$ cat src/rtl/univ_shift_reg_shr.sv
// ---------------------------------------------------------------------------
// univ_shift_reg_shr
//   Parametrised universal shift register with a burst sequencer.
//   Operations: hold, load, shift left/right, rotate left/right,
//   arithmetic shift right and clear. A burst repeats one operation
//   'count' times without further intervention.
//
// Ports
//   clk     rising-edge clock
//   rst     synchronous reset, active high, highest priority
//   en      single-step enable (ignored while start=1 or busy=1)
//   mode    operation select (0 hold,1 load,2 SHL,3 SHR,4 ROL,5 ROR,6 ASR,7 clear)
//   d       parallel load data
//   sin_l   serial input entering the MSB on SHR
//   sin_r   serial input entering the LSB on SHL
//   start   burst request, sampled only while busy=0
//   count   number of burst operations, sampled with start
//   q       register contents
//   sout_l  q[WIDTH-1]
//   sout_r  q[0]
//   busy    burst in progress
//   done    one-cycle pulse after the last burst operation
// ---------------------------------------------------------------------------
module univ_shift_reg_shr #(
   parameter int WIDTH = 8,
   parameter int CNTW  = $clog2(WIDTH + 1)
) (
   input  logic             clk,
   input  logic             rst,
   input  logic             en,
   input  logic [2:0]       mode,
   input  logic [WIDTH-1:0] d,
   input  logic             sin_l,
   input  logic             sin_r,
   input  logic             start,
   input  logic [CNTW-1:0]  count,
   output logic [WIDTH-1:0] q,
   output logic             sout_l,
   output logic             sout_r,
   output logic             busy,
   output logic             done
);

   typedef enum logic {IDLE = 1'b0, RUN = 1'b1} state_t;

   state_t          state;
   logic [2:0]      op_r;
   logic [CNTW-1:0] rem;

   // Next register value for one application of 'op'.
   function automatic logic [WIDTH-1:0] apply_op(
      input logic [2:0]       op,
      input logic [WIDTH-1:0] cur,
      input logic [WIDTH-1:0] din,
      input logic             sl,
      input logic             sr
   );
      logic [WIDTH-1:0] nxt;
      case (op)
         3'd0:    nxt = cur;
         3'd1:    nxt = din;
         3'd2:    nxt = {cur[WIDTH-2:0], sr};
         3'd3:    nxt = {sl, cur[WIDTH-1:1]};
         3'd4:    nxt = {cur[WIDTH-2:0], cur[WIDTH-1]};
         3'd5:    nxt = {cur[0], cur[WIDTH-1:1]};
         3'd6:    nxt = {cur[WIDTH-1], cur[WIDTH-1:1]};
         default: nxt = '0;
      endcase
      return nxt;
   endfunction

   always_ff @(posedge clk) begin
      if (rst) begin
         q     <= '0;
         busy  <= 1'b0;
         done  <= 1'b0;
         state <= IDLE;
         op_r  <= 3'd0;
         rem   <= '0;
      end else begin
         done <= 1'b0;
         case (state)
            IDLE: begin
               if (start) begin
                  // Burst accepted: latch op and count, q untouched this edge.
                  op_r <= mode;
                  rem  <= count;
                  if (count != '0) begin
                     state <= RUN;
                     busy  <= 1'b1;
                  end else begin
                     done <= 1'b1;
                  end
               end else if (en) begin
                  q <= apply_op(mode, q, d, sin_l, sin_r);
               end
            end
            RUN: begin
               // Live serial inputs and d are used on every burst step.
               q   <= apply_op(op_r, q, d, sin_l, sin_r);
               rem <= rem - 1'b1;
               if (rem == {{(CNTW-1){1'b0}}, 1'b1}) begin
                  state <= IDLE;
                  busy  <= 1'b0;
                  done  <= 1'b1;
               end
            end
            default: state <= IDLE;
         endcase
      end
   end

   assign sout_l = q[WIDTH-1];
   assign sout_r = q[0];

endmodule

$ cat config.mk
export PLATFORM = sky130hd
export DESIGN_NAME = univ_shift_reg_shr
export DESIGN_NICKNAME = d
export VERILOG_FILES = /design/src/rtl/univ_shift_reg_shr.sv
export SDC_FILE = /design/constraint.sdc
export NUM_CORES = 1
export LEC_CHECK = 0
export ABC_AREA = 1
export ABC_CLOCK_PERIOD_IN_PS = 4250
export CAP_MARGIN = 10
export CORE_MARGIN = 2
export CORE_UTILIZATION = 45
export DETAILED_ROUTE_END_ITERATION = 8
export PLACE_DENSITY_LB_ADDON = 0.1
export RECOVER_POWER = 50
export SYNTH_ARGS = -nofsm -noshare
export SYNTH_HDL_FRONTEND = slang
export SYNTH_SLANG_ARGS = --single-unit
$ cat constraint.sdc
create_clock -name clk -period 4.25 [get_ports clk]
set_clock_uncertainty 0.15 [all_clocks]
set_input_delay 1.0625 -clock clk [delete_from_list [all_inputs] [get_ports clk]]
set_output_delay 1.0625 -clock clk [all_outputs]
set_load 0.03 [all_outputs]
==> metrics.csv <==
stage,metric,value,unit
final_layout,mostFrequentLayoutCells,"84 x nand2_1, 49 x nand4_1, 36 x inv_1",
detailed_routing,viasPerCell,5.67,
worst_setup_path,critPathLaunchType,primary input,
detailed_routing,postRouteAntennaNets,0,
min_path,min_path_cells,2,
detailed_routing,route.detailed.drc,0,
sta,slew_headroom,60.7,%
detailed_routing,drt-initial-drc-count,144,
grt,met3_usage,4.33,%
placement,gp_congestion,0.844,
worst_setup_path,crit_path_max_fanout,16,
placement,dp_hpwl,3.57,mm
grt,track_usage,23.4,%
clock_tree,root_buffer,clkbuf_8,
die,chipWidth,67.7,um
die,core_area,3940,um2
yosys,seq_area_frac_synth,19.8,%
grt,grt_pass1_wl,8.31,mm
sta,rsz0062_at_grt,false,
sta,setup_viol,0,
detailed_routing,wl_per_cell,13.4,um
power,p_leak,1.04,nW
clock_tree,cts_buffer_depth,2,
clock_tree,postCtsHoldBufs,0,
sta,fmax,353,MHz
sta,period_share,66.6,%
yosys,yosysUniqueCellTypes,29,
placement,portBuffers,32,
grt,grtUsageMet2,38.0,%
final_layout,layout_commonest_cell,nand2_1,
die,rows,23,
sta,period_needed,2830,ps
grt,antenna_found_initial,0,
yosys,synth_nets,334,
sta,finalHoldViolCount,0,
clock_tree,cts.sinks,18,
die,fp.dieH,67.7,um
worst_setup_path,end_kind,flop,
status,status,"complete, no violations",
detailed_routing,vias,2111,
min_path,hold_class,flop to flop,
yosys,synthCells,311,
clock_tree,cts_buffers,3,
grt,grt.busiest_layer,met2,
power,power_density,275,nW/um2
final_layout,area_delta_synth_final,15.6,%
yosys,synth-warning-count,0,
clock_tree,cts_resized,0,
grt,gr-usage-met1,30.7,%
clock_tree,clkTransAtPathRegs,70,ps
worst_setup_path,r2r_cells,6,
clock_tree,postCtsSetupRepairBufs,0,
detailed_routing,wl,4.98,mm
run,drv_cap,0,
die,initial_core_util,46.2,%
yosys,syn_area,1820,um2
final_layout,fin_nets,346,
yosys,synthFlopType,dfxtp_1,
clock_tree,cts_max_level,1,
clock_tree,cts_tree,done,
sta,tns,0,ps
detailed_routing,dr.pass1.iters,4,
sta,worstMarginPinSlew,589,ps
die,ios,33,
yosys,synth-edff-count,0,
yosys,postSynthAreaPerCell,5.86,um2
power,power,579,uW
final_layout,nFillCells,408,
final_layout,drive_above_1_share,7.14,%
yosys,ys_ff_latch,18,
worst_setup_path,crit_required,4250,ps
yosys,async_flop_share,0,%
worst_setup_path,cp_data_arrival_time,2840,ps
sta,finalMaxSlewViolations,0,
die,fp.dieArea,4580,um2
grt,grt_pass1_vias,1764,
clock_tree,insertion_delay,260,ps
grt,gr-total-overflow,0,
final_layout,num_antenna_cells,0,
worst_setup_path,crit_type,primary input to flop,
grt,grt_max_degree,27,
power,ir_drop,0.000138,V
-- registers in the layout, summed over array words and instances (netlist names) --
signal  cells
done        1
q           8
state       1
busy        1
rem         4
op_r        3
-- critical path: stages --
cell and delay [ps]:
dlygate4sd3_1 880, inv_2 250, nand4_1 130, nand2_1 60
nor2_1 110, nand2_1 80, nand2_1 60, nand3_1 70
nand2_1 80, inv_1 40
-- synthesized netlist by cell type, types with 4 or more instances --
master / instances / share of area [%]
a21oi_1: 9 / 2.5
buf_2: 6 / 1.6
buf_4: 9 / 3.7
buf_6: 4 / 2.5
clkbuf_1: 8 / 1.6
dfxtp_1: 18 / 20
inv_1: 35 / 7.2
inv_2: 7 / 1.4
nand2_1: 84 / 17
nand3_1: 33 / 9.1
nand4_1: 49 / 17
nor2_1: 14 / 2.9
o21ai_0: 10 / 2.7
o21ai_1: 5 / 1.4
-- final cells by class --
type                    count  area [um2]  share of cell area [%]
multi-input cells         222        1120                    53.3
flip-flops and latches     18         360                    17.1
repair buffers             35         343                    16.3
inverters                  43         164                    7.78
well taps                  50        62.6                    2.97
clock buffers               4        55.1                    2.61
-- layer usage --
metal,wire [um],share of wire [%],up-vias
met1,2270,46,962
met2,2320,47,68
li1,-,-,1070
met5,0,0,-
met4,86,1.7,0
met3,308,6.2,11
-- final timing paths --
| path | slack, ps | to | from |
|---|---|---|---|
| max reg2reg | 2090 | q[7] | state |
| min | 320 | busy | busy |
| min reg2reg | 320 | busy | busy |
| max | 1420 | q[1] | mode[1] |
-- through the flow --
stage	area, um2	setup WS (ps)	hold WS (ps)	util (%)	cells
finish	2110	1420	320	53.4	372
global route	2110	1220	343	53.4	372
CTS	2110	1420	320	53.4	372
detailed placement	2050	1190	308	52.0	368
global placement	2050	1200	302	52.0	368
floorplan	1820	2110	301	-	311
-- power breakdown --
group          internal, mW  leakage, nW  switching (mW)  total [mW]
combinational        0.0802        0.867           0.127       0.207
sequential            0.187        0.149          0.0428       0.229
clock                0.0824       0.0288          0.0601       0.143
total                 0.349         1.04           0.230       0.579
-- cells by family after synthesis --
logic type	share of synthesized area, %
simple gates	51.2
xor+xnor	0.481
buf+inv	18.7
fa+ha+maj	1.37
flops	19.8
compound gates	8.51
(Power assumes the default switching activity.)
